## config.mk

```make
export PLATFORM = sky130hd
export DESIGN_NAME = drive_ctrl
export DESIGN_NICKNAME = d
export VERILOG_FILES = /design/src/rtl/drive_pkg.sv /design/src/rtl/drive_debounce.sv /design/src/rtl/drive_ctrl.sv
export SDC_FILE = /design/constraint.sdc
export NUM_CORES = 1
export LEC_CHECK = 0
export ABC_AREA = 1
export BUFFER_PORTS_ARGS = -buffer_cell sky130_fd_sc_hd__buf_2
export CORE_MARGIN = 2
export CORE_UTILIZATION = 45
export DETAILED_ROUTE_END_ITERATION = 12
export PLACE_DENSITY_LB_ADDON = 0.3
export SYNTH_ARGS = -nofsm -noshare
export SYNTH_HDL_FRONTEND = slang
export SYNTH_SLANG_ARGS = --single-unit
```

## constraint.sdc

```tcl
create_clock -name clk -period 2.1 [get_ports clk]
set_input_delay 0.105 -clock clk [delete_from_list [all_inputs] [get_ports clk]]
set_output_delay 0.105 -clock clk [all_outputs]
set_load 0.005 [all_outputs]
```

## src/rtl/drive_pkg.sv

```systemverilog
// Shared encodings for the line-following drive controller and the motor wrapper.
package drive_pkg;

    // Width of the ultrasonic range input, in cm.
    localparam int DIST_W = 20;

    // Motor command driven to the motor wrapper.
    typedef enum logic [1:0] {
        MODE_STOP    = 2'b00,
        MODE_FORWARD = 2'b01,
        MODE_LEFT    = 2'b10,
        MODE_RIGHT   = 2'b11
    } mode_t;

    // Line tracker sensor summary.
    typedef enum logic [1:0] {
        TRK_CENTRE = 2'b00,
        TRK_LEFT   = 2'b01,
        TRK_RIGHT  = 2'b10,
        TRK_LOST   = 2'b11
    } tracker_t;

    // Controller state; the encoding is shown on the 7-seg/LED display.
    typedef enum logic [2:0] {
        ST_IDLE    = 3'd0,
        ST_FOLLOW  = 3'd1,
        ST_BLOCKED = 3'd2,
        ST_SEARCH  = 3'd3,
        ST_HALT    = 3'd4
    } state_t;

    // Counter width for a counter running 0 .. n-1, never narrower than one bit.
    function automatic int cnt_width(input int n);
        return (n > 1) ? $clog2(n) : 1;
    endfunction

    // Steering command that follows the line for a given tracker reading.
    function automatic mode_t target_mode(input tracker_t trk);
        case (trk)
            TRK_LEFT:  return MODE_LEFT;
            TRK_RIGHT: return MODE_RIGHT;
            default:   return MODE_FORWARD;
        endcase
    endfunction

endpackage

```

## src/rtl/drive_debounce.sv

```systemverilog
// Obstacle detector: threshold compare with release hysteresis, then a
// consecutive-sample debounce before the registered obstacle flag moves.
module drive_debounce
    import drive_pkg::*;
#(
    parameter int OBST_CM    = 20,
    parameter int HYST_CM    = 5,
    parameter int DEB_CYCLES = 1_000_000
) (
    input  logic              clk,
    input  logic              rst,
    input  logic [DIST_W-1:0] distance,
    output logic              obstacle
);

    localparam int                CW        = cnt_width(DEB_CYCLES);
    localparam logic [CW-1:0]     CNT_LAST  = CW'(DEB_CYCLES - 1);
    localparam logic [DIST_W-1:0] NEAR_LIM  = DIST_W'(OBST_CM);
    localparam logic [DIST_W-1:0] CLEAR_LIM = DIST_W'(OBST_CM + HYST_CM);

    logic          raw_q;
    logic          raw_now;
    logic [CW-1:0] cnt;
    logic          obst_q;

    // Raw near/clear decision; inside the hysteresis band the last decision holds.
    always_comb begin
        // NOTE: default first so every path assigns raw_now and no latch is inferred.
        raw_now = raw_q;
        if (distance < NEAR_LIM) begin
            raw_now = 1'b1;
        end else if (distance >= CLEAR_LIM) begin
            raw_now = 1'b0;
        end
    end

    // Debounce: flip the flag once the raw condition has disagreed with it for
    // DEB_CYCLES consecutive samples; any agreeing sample restarts the count.
    always_ff @(posedge clk) begin
        // NOTE: sequential state uses non-blocking assignments so every register
        // samples pre-edge values regardless of statement order.
        if (!rst) begin
            raw_q  <= 1'b0;
            cnt    <= '0;
            obst_q <= 1'b0;
        end else begin
            raw_q <= raw_now;
            if (raw_now == obst_q) begin
                cnt <= '0;
            end else if (cnt >= CNT_LAST) begin
                obst_q <= raw_now;
                cnt    <= '0;
            end else begin
                cnt <= cnt + 1'b1;
            end
        end
    end

    assign obstacle = obst_q;

endmodule

```

## src/rtl/drive_ctrl.sv

```systemverilog
// Line-following drive controller: follows the tracker with a minimum mode
// dwell, searches when the line is lost, stops for debounced obstacles and
// halts when the search times out.
module drive_ctrl
    import drive_pkg::*;
#(
    parameter int OBST_CM       = 20,
    parameter int HYST_CM       = 5,
    parameter int DEB_CYCLES    = 1_000_000,
    parameter int HOLD_CYCLES   = 2_000_000,
    parameter int SEARCH_CYCLES = 100_000_000
) (
    input  logic              clk,
    input  logic              rst,
    input  logic              enable,
    input  logic [DIST_W-1:0] distance,
    input  logic [1:0]        tracker_state,
    output logic [1:0]        mode,
    output logic [2:0]        fsm_state,
    output logic              obstacle,
    output logic              halted
);

    localparam int            HW        = cnt_width(HOLD_CYCLES);
    localparam int            SW        = cnt_width(SEARCH_CYCLES);
    localparam logic [HW-1:0] HOLD_LAST = HW'(HOLD_CYCLES - 1);
    localparam logic [SW-1:0] SRCH_LAST = SW'(SEARCH_CYCLES - 1);

    state_t        state, state_next;
    mode_t         mode_q, mode_next;
    mode_t         last_turn, last_turn_next;
    logic [HW-1:0] hold_cnt, hold_next;
    logic [SW-1:0] srch_cnt, srch_next;
    tracker_t      trk;
    logic          obst;

    assign trk = tracker_t'(tracker_state);

    drive_debounce #(
        .OBST_CM    (OBST_CM),
        .HYST_CM    (HYST_CM),
        .DEB_CYCLES (DEB_CYCLES)
    ) u_debounce (
        .clk      (clk),
        .rst      (rst),
        .distance (distance),
        .obstacle (obst)
    );

    // State register together with the registered mode, counters and last turn.
    always_ff @(posedge clk) begin
        if (!rst) begin
            state     <= ST_IDLE;
            mode_q    <= MODE_STOP;
            last_turn <= MODE_LEFT;
            hold_cnt  <= '0;
            srch_cnt  <= '0;
        end else begin
            state     <= state_next;
            mode_q    <= mode_next;
            last_turn <= last_turn_next;
            hold_cnt  <= hold_next;
            srch_cnt  <= srch_next;
        end
    end

    // Next-state logic; enable low wins, then obstacle, then tracker/timeout.
    always_comb begin
        state_next     = state;
        mode_next      = mode_q;
        last_turn_next = last_turn;
        hold_next      = hold_cnt;
        srch_next      = srch_cnt;

        if (!enable) begin
            state_next = ST_IDLE;
            mode_next  = MODE_STOP;
            hold_next  = '0;
            srch_next  = '0;
        end else begin
            case (state)
                ST_IDLE: begin
                    state_next = ST_FOLLOW;
                    mode_next  = MODE_STOP;
                    hold_next  = '0;
                end

                ST_FOLLOW: begin
                    if (obst) begin
                        state_next = ST_BLOCKED;
                        mode_next  = MODE_STOP;
                        hold_next  = '0;
                        srch_next  = '0;
                    end else if (trk == TRK_LOST) begin
                        state_next = ST_SEARCH;
                        mode_next  = last_turn;
                        srch_next  = '0;
                    end else if (target_mode(trk) != mode_q &&
                                 (mode_q == MODE_STOP || hold_cnt == HOLD_LAST)) begin
                        // Leaving STOP is immediate; any other change waits out the dwell.
                        mode_next = target_mode(trk);
                        hold_next = '0;
                        if (target_mode(trk) == MODE_LEFT || target_mode(trk) == MODE_RIGHT) begin
                            last_turn_next = target_mode(trk);
                        end
                    end else if (hold_cnt != HOLD_LAST) begin
                        hold_next = hold_cnt + 1'b1;
                    end
                end

                ST_SEARCH: begin
                    if (obst) begin
                        state_next = ST_BLOCKED;
                        mode_next  = MODE_STOP;
                        srch_next  = '0;
                    end else if (trk != TRK_LOST) begin
                        state_next = ST_FOLLOW;
                        mode_next  = MODE_FORWARD;
                        hold_next  = '0;
                        srch_next  = '0;
                    end else if (srch_cnt == SRCH_LAST) begin
                        state_next = ST_HALT;
                        mode_next  = MODE_STOP;
                    end else begin
                        srch_next = srch_cnt + 1'b1;
                    end
                end

                ST_BLOCKED: begin
                    mode_next = MODE_STOP;
                    srch_next = '0;
                    if (!obst) begin
                        state_next = ST_FOLLOW;
                        mode_next  = MODE_FORWARD;
                        hold_next  = '0;
                    end
                end

                ST_HALT: begin
                    mode_next = MODE_STOP;
                end

                default: begin
                    state_next = ST_IDLE;
                    mode_next  = MODE_STOP;
                    hold_next  = '0;
                    srch_next  = '0;
                end
            endcase
        end
    end

    // Display and status outputs decoded from the current state.
    always_comb begin
        fsm_state = state;
        halted    = (state == ST_HALT);
    end

    assign mode     = mode_q;
    assign obstacle = obst;

endmodule

```

# After elaboration in Yosys (flattened, before gate mapping)
# Cells that the tools add are included.
# W data, S select, Z words.
totals:
  register_bits: 77
  wordCells: 98
classes:
  add_sub_neg: 3
  magnitude_cmp: 3
  n_eq_ne: 24
  mux: 40
  bitwise: 6
  n_reduce_logical: 14
ops:
  columns: ["operator", "n"]
  rows:
  - ["$mux W21", 7]
  - ["$mux W27", 5]
  - ["$pmux W21 S4", 1]
  - ["$pmux W27 S3", 1]
  - ["$mux W2", 14]
  - ["$add A27 B1 Y27 const B", 1]
  - ["$eq A27 B27 Y1 const B", 1]
  - ["$add A21 B1 Y21 const B", 1]
  - ["$eq A21 B21 Y1 const B", 1]
  - ["$ne A21 B21 Y1 const B", 1]
  - ["$add A20 B1 Y20 const B", 1]
  - ["$ge A20 B20 Y1 const B", 1]
  - ["$ge A20 B5 Y1 const B", 1]
  - ["$lt A20 B5 Y1 const B", 1]
  - ["$mux W3", 6]
  - ["$ne A4 B3 Y1 const B", 4]
  - ["$pmux W3 S5", 1]
  - ["$reduce_and A6 Y1", 2]
  - ["$eq A2 B2 Y1 const B", 4]
  - ["$ne A2 B2 Y1 const B", 4]
  - ["$eq A3 B2 Y1 const B", 2]
  - ["$ne A3 B2 Y1 const B", 2]
  - ["$not A1 Y1", 6]
  - ["$pmux W2 S3", 1]
  - ["16 further kinds", 21]

# Depth between registers and ports, before layout
# Gate-level depths: netlist (run 1).
depth:
  ltp_word: 16
  mapped_depth: 15
  ltp_nobuf: 14

# By module
# From an unflattened synthesis (run 1), not the netlist that was laid out.
unflattened:
  hier_cells: 819
  hier_area_um2: 5034.8
by_module_without_submodules:
  columns: ["mod", "n_inst", "cells_each", "area_per_inst_um2"]
  rows:
  - ["drive_ctrl", 1, 639, 3777.4]
  - ["drive_debounce", 1, 180, 1257.5]

# Least setup slack after synthesis (run 1)
# OpenSTA, ideal clock, no wires.
synth_timing:
  kind: "reg-to-reg"
  startpoint: "register hold_cnt[0]"
  endpoint: "register hold_cnt[10]"
  setup_time_ns: 0.134
  t_arrival_ns: 1.551
  required_ns: 1.966
  setup_slack_ns: 0.415
  path_stages_with_launch: 14
  path_buffers: 1
  path_cell_list: "dfxtp_1 ha_1 nand3_2 inv_2 nand2_2 nor2_1 nand3_1 nand2_1 nand2_1 nand2_1 buf_4 nand2_1 nand2_1 nor2_1"
synth_via:
  elab_chain_cells: 7
  elab_cells_between_ends: 12
  classes_between: "add/sub (1); eq/ne (3); mux (5); reduce/logical (3)"
synth_rtl:
  columns: ["element", "line_no", "rtl"]
  rows:
  - ["start, declared", "drive_ctrl.sv:32", "logic [HW-1:0] hold_cnt, hold_next;"]
  - ["start signal, assigned", "drive_ctrl.sv:62", "hold_cnt <= hold_next;"]
  - ["parallel branches: the longest is 7 deep, another holds $add A21 B1 Y21", null, null]
# Several ways; the timed one is not identified. The select of a mux whose other input is x is not followed.
# A chain may end at the register's enable or synchronous reset.

# Worst setup path after layout (run 1)
layout_timing:
  startpoint: "register srch_cnt[1]"
  endpoint: "register srch_cnt[9]"
layout_via:
  elab_chain_cells: 5
  elab_cells_between_ends: 8
  classes_between: "add/sub (1); eq/ne (2); mux (4); reduce/logical (1)"
layout_rtl:
  columns: ["element", "line_no", "rtl"]
  rows:
  - ["start, declared", "drive_ctrl.sv:33", "logic [SW-1:0] srch_cnt, srch_next;"]
  - ["start signal, assigned", "drive_ctrl.sv:63", "srch_cnt <= srch_next;"]
  - ["$add A27 B1 Y27", "drive_ctrl.sv:125", "srch_next = srch_cnt + 1'b1;"]
  - ["$mux W27", "drive_ctrl.sv:121", "end else if (srch_cnt == SRCH_LAST) begin"]
  - ["$mux W27", "drive_ctrl.sv:116", "end else if (trk != TRK_LOST) begin"]
  - ["$mux W27", "drive_ctrl.sv:112", "if (obst) begin"]
  - ["$pmux W27 S3", "drive_ctrl.sv:81", "case (state)"]
# Several ways; a longest one is shown, not always the timed one. The select of a mux whose other input is x is not followed.

==> results of run 1 <==
[final timing paths]
check | from | to | slack, ns | cells past startpoint
worst max-delay path | srch_cnt[1] | srch_cnt[9] | 0.23 | 9
worst min-delay path | enable | last_turn[0] | 0.13 | 5
worst max register to register | srch_cnt[1] | srch_cnt[9] | 0.23 | 9
worst min register to register | u_debounce.cnt[0] | u_debounce.cnt[0] | 0.45 | 1
[through the flow]
step                      hold WS, ns  total power, mW
after floorplan                 0.190             1.68
after global placement          0.341             1.74
after detailed placement        0.345             1.74
after CTS                       0.113             3.06
after global routing            0.125             3.16
final                           0.130             3.04
[cells by family (layout without fill, tap and decap cells)]
logic type	Yosys count	count (layout)	share of synthesized area
AO/OA/AOI/OAI	56	56	0.0671
AND/OR/NAND/NOR	503	503	0.449
flip-flops	77	77	0.314
XOR/XNOR	30	30	0.0536
adder cells (fa/ha/maj)	5	5	0.0128
buffers and inverters	120	167	0.104
[Yosys cell counts (2+ instances only)]
cell type	instances
xnor2_1	8
nand3b_1	3
a21oi_2	10
or2_2	3
nand2_1	190
nor2_4	2
nand2_4	4
nand2_2	16
nor2_2	5
buf_4	7
clkbuf_1	5
buf_6	3
nand3_1	75
o21bai_1	3
o21ai_0	18
nor4_1	2
a21oi_1	20
inv_2	5
buf_2	2
xor2_1	22
ha_1	5
o21ai_1	3
inv_1	95
nor3_1	12
nand4_1	19
dfxtp_1	77
nor2_1	167
[state kept, by name, indices dropped and copies added (netlist names)]
register	cells
u_debounce.obstacle	1
u_debounce.cnt	20
srch_cnt	27
mode	2
last_turn	2
hold_cnt	21
fsm_state	3
u_debounce.raw_q	1
[per-layer routing]
metal	GRT usage	part of all wire
met5	0	0
met4	0.0980	0.017
met3	0.0428	0.047
met2	0.349	0.45
met1	0.273	0.48
[worst max-delay path: cells and delay by family, from the launching register on]
family | cells | cell delay [ns]
AOI/OAI and AO/OA | 1 | 0.13
adders and majority gates | 1 | 0.19
buffers and inverters | 1 | 0.21
and+or+nand+nor | 6 | 0.91
DFF | 1 | 0.37
[area by class of cell]
class | instances | area share
clock inverter | 6 | 0.0170
clock buffer | 10 | 0.0249
sequential | 77 | 0.279
inverter | 103 | 0.0711
timing repair buffer | 48 | 0.0539
multi-input combinational | 594 | 0.522
tap | 140 | 0.0317
[where the power goes]
part / total [mW] / internal, mW / switching, mW
combinational: 0.245 / 0.0836 / 0.161
clock: 1.32 / 0.712 / 0.607
sequential: 1.48 / 1.47 / 0.00989
total: 3.04 / 2.26 / 0.778
[repair_timing]
item,in CTS,in global routing
hold buffers,1,0
resized for setup,0,6
hold endpoints to repair,2,0
setup endpoints to repair,0,33
==> results_dict.tcl, run 1 <==
set metrics [dict create \
    drtIter0Drc 245 \
    timing.final.ws_setup_ns 0.229 \
    place_area_sq_mm 0.00525 \
    yosys.area.top_type_share 0.314 \
    vias 4764 \
    grt_pass1_wl_um 20100 \
    drc 0 \
    final_common_cell "nand2_1" \
    antenna_found_initial 0 \
    setup_viol 0 \
    synthToLayoutAreaGrowth_pct 12.7 \
    start_kind "flip-flop" \
    die_w_um 108 \
    fp.dieH_um 108 \
    clockRootBuffer "clkbuf_8" \
    htree_levels 3 \
    nFillCells 1159 \
    crit_required_ns 2.41 \
    cts_inserted_buffers 9 \
    outcome "finished clean" \
    syn_inst 791 \
    ys.flop_type "dfxtp_1" \
    dr.pass1.iters 5 \
    nets 863 \
    timing_hold_violations_final 0 \
    period_minus_slack_ns 1.87 \
    path_cells "ha_1 -> nand3_1 -> nor3_4 -> nand4_1 -> nand2_2 -> nand2_8 -> clkinv_2 -> nand2_1 -> a21oi_2" \
    synth.avg_cell_area_sq_um 6.20 \
    dpl.hpwl_um 8550 \
    maxSlewViolCount 0 \
    synth_area_sq_mm 0.00491 \
    coreArea_sq_mm 0.0107 \
    cts_tree "built" \
    syn_nets 821 \
    cap_violations 0 \
    cpMaxStageDelayCell "dfxtp_1" \
    cts_num_sinks 77 \
    gp_congestion 0.910 \
    port_buffers 31 \
    clk_pin_slew_ns 0.09 \
    synth_warnings 0 \
    ant_nets 0 \
    max_stage_delay_ns 0.37 \
    synth_edf_count 0 \
    rsz0062_at_grt "false" \
    final_cells 978 \
    grt_overflow_total 0 \
    yosysTopAreaCell "dfxtp_1" \
    track_usage 0.214 \
    min_period_over_period 0.891 \
    ys_ff_latch 77 \
    fmax_mhz 534 \
    pre_cts_ws_ns 0.130 \
    arrival_ns 2.18 \
    synthArstFlopShare 0 \
    cts_setup_buffers 0 \
    grt_pass1_vias 4524 \
    peakVddDrop_mv 0.289 \
    drt-total-wl_um 11600 \
    relSlewSlack 0.611 \
    rows 38 \
    critPathMaxFanout 22 \
    place_inst 961 \
    grt_max_degree 25 \
    cts_buffer_depth 2 \
    yosysSeqAreaShare 0.314 \
    num_antenna_cells 0 \
    wl_per_cell_um 11.8 \
    worst_pin_slew_ns 0.579 \
    regArea_sq_mm 0.00154 \
    cellLeakagePower_nw 2.14 \
    hold_path_class "in -> reg" \
    multi_input_area_sq_mm 0.00289 \
    powerDensity_mw_per_mm2 550 \
    layout_common_cells "nand2_1 (189), nor2_1 (167), inv_1 (95)" \
    initial_core_util 0.457 \
    finalInstanceArea_sq_mm 0.00553 \
    finClkSkew_ns 0.0126 \
    synth.distinct_cells 37 \
    clk_latency_ns 0.37 \
    drive_above_1_share 0.138 \
    cp-end-kind "flip-flop" \
    critPathKind "reg -> reg" \
    io_pins 32 \
    die_area_sq_mm 0.0118 \
    netlist_top_cells_area "dfxtp_1 (31%), nand2_1 (15%), nor2_1 (13%)" \
    avgViaCountPerCell 4.87 \
    tns_ns 0 \
    fin_util 0.514 \
]
No activity file was read; power rests on OpenSTA's default activity.
==> inputs of run 2 (changes only) <==
--- a/config.mk
+++ b/config.mk
@@ -5,7 +5,6 @@
 export SDC_FILE = /design/constraint.sdc
 export NUM_CORES = 1
 export LEC_CHECK = 0
-export ABC_AREA = 1
 export BUFFER_PORTS_ARGS = -buffer_cell sky130_fd_sc_hd__buf_2
 export CORE_MARGIN = 2
 export CORE_UTILIZATION = 45
==> results_dict.tcl, run 2 <==
set metrics [dict create \
    io_pins 32 \
    cts-hold-fix-buffers 0 \
    arrival_ns 2.24 \
    drive_above_1_share 0.191 \
    largest_register "srch_cnt" \
    yosys.area.top_type_share 0.378 \
    track_usage 0.202 \
    final_cells 674 \
    ant_nets 0 \
    cellLeakagePower_nw 1.68 \
    num_antenna_cells 0 \
    hold_slack_ns 0.0236 \
    rows 34 \
    layout_common_cells "dfxtp_1 (77), nor2_1 (55), buf_4 (46)" \
    htree_levels 3 \
    setup_viol 0 \
    rsz0062_at_grt "false" \
    syn_nets 519 \
    timing.final.ws_setup_ns 0.123 \
    worst_pin_slew_ns 0.606 \
    nets 591 \
    ys.flop_type "dfxtp_1" \
    grt_max_degree 27 \
    min_period_over_period 0.941 \
    clk_latency_ns 0.36 \
    critPathKind "reg -> reg" \
    vias 3838 \
    nFillCells 831 \
    finalInstanceArea_sq_mm 0.00484 \
    initial_core_util 0.465 \
    period_minus_slack_ns 1.98 \
    drtIter0Drc 222 \
    path_buf_inv 1 \
    hold_path_class "in -> reg" \
    port_buffers 31 \
    powerDensity_mw_per_mm2 541 \
    crit_required_ns 2.36 \
    cp-end-kind "flip-flop" \
    netlist_top_cells_area "dfxtp_1 (38%), xnor2_1 (5.6%), nor2_1 (5.1%)" \
    grt_pass1_vias 3628 \
    start_kind "flip-flop" \
    final_common_cell "dfxtp_1" \
    synth_edf_count 0 \
    totalPowerFinal_mw 2.62 \
    die_w_um 99.1 \
    dr.pass1.iters 5 \
    reg_top3 "srch_cnt: 27 flops, hold_cnt: 21 flops, u_debounce.cnt: 20 flops" \
    cts_num_sinks 77 \
    ys_top_cells_by_count "dfxtp_1 (77), nor2_1 (55), nand2_1 (39)" \
    synth.avg_cell_area_sq_um 8.33 \
    tns_ns 0 \
    syn_inst 489 \
    cap_violations 0 \
    synth.most_common_cell "dfxtp_1" \
    wl_per_cell_um 13.9 \
    die_area_sq_mm 0.00983 \
    clockRootBuffer "clkbuf_8" \
    worst_path_dominant_cell_family "simple AND/OR/NAND/NOR gates" \
    gp_congestion 0.868 \
    antenna_found_initial 0 \
    ys_ff_latch 77 \
    grt_pass1_wl_um 16400 \
    relSlewSlack 0.596 \
    cts_inserted_buffers 9 \
    place_area_sq_mm 0.00463 \
    cts_tree "built" \
    yosysTopAreaCell "dfxtp_1" \
    grt_overflow_total 0 \
    yosysSeqAreaShare 0.378 \
    drc 0 \
    max_stage_delay_ns 0.37 \
    place_inst 658 \
    peakVddDrop_mv 0.376 \
    fmax_mhz 506 \
    synth_warnings 0 \
    synthToLayoutAreaGrowth_pct 18.8 \
    critPathMaxFanout 12 \
    synthArstFlopShare 0 \
    largest_reg_flops 27 \
    drt-total-wl_um 9380 \
    synth.distinct_cells 58 \
    fin_util 0.552 \
    fp.dieH_um 99.1 \
    cpMaxStageDelayCell "dfxtp_1" \
    outcome "finished clean" \
    dpl.hpwl_um 6980 \
    cts_buffer_depth 2 \
    finClkSkew_ns 0.0116 \
    avgViaCountPerCell 5.69 \
    clk_pin_slew_ns 0.08 \
    synth_area_sq_mm 0.00407 \
    pre_cts_ws_ns -0.136 \
    cts_setup_buffers 0 \
    path_cells "nor4bb_1 -> nand4_1 -> o31ai_2 -> buf_4 -> nand2_1 -> nand2_2 -> o21ba_1" \
    coreArea_sq_mm 0.00876 \
    timing_hold_violations_final 0 \
    maxSlewViolCount 0 \
]
==> run 2: cell families (layout without fill, tap and decap cells) <==
kind of cell,Yosys count,in the layout,synth area share
mux,4,4,0.00983
buf+inv,26,103,0.0289
simple gates,243,243,0.328
flops,77,77,0.378
compound gates,94,94,0.154
fa+ha+maj,5,5,0.0154
xor+xnor,40,40,0.0860
==> run 2: area by class of cell <==
cell class	instances	area [sq um]	area share
clock inverters	6	47.5	0.00983
inverters	10	37.5	0.00776
repair buffers	77	500	0.103
well taps	108	135	0.0279
multi-input cells	386	2450	0.506
clock buffers	10	128	0.0264
flip-flops and latches	77	1540	0.319
==> run 2: timing repair <==
action                                  4_1_cts  5_1_grt
pin swaps                                     0        1
hold endpoints to repair                      0        0
resized for setup                             2        3
endpoints found under the setup margin        7       22
==> run 2: worst paths after layout <==
| path | cells after the start | to | startpoint | slack, ns |
|---|---|---|---|---|
| max reg2reg | 7 | hold_cnt[10] | hold_cnt[20] | 0.12 |
| min reg2reg | 1 | last_turn[1] | last_turn[1] | 0.46 |
| max | 7 | hold_cnt[10] | hold_cnt[20] | 0.12 |
| min | 2 | last_turn[1] | rst | 0.02 |
==> run 2: report_power, final <==
| part | leakage (nW) | internal [mW] | switching (mW) | total [mW] |
|---|---|---|---|---|
| clock network | 0.0751 | 0.435 | 0.585 | 1.02 |
| logic | 0.987 | 0.0586 | 0.0767 | 0.135 |
| registers | 0.620 | 1.46 | 0.00302 | 1.46 |
| total | 1.68 | 1.96 | 0.664 | 2.62 |
==> run 2: routing by layer <==
layer	vias up	wire, um	global-route usage
li1	1922	-	-
met4	0	140	0.0727
met5	-	0	0
met1	1797	4580	0.282
met2	104	4180	0.318
met3	15	485	0.0344
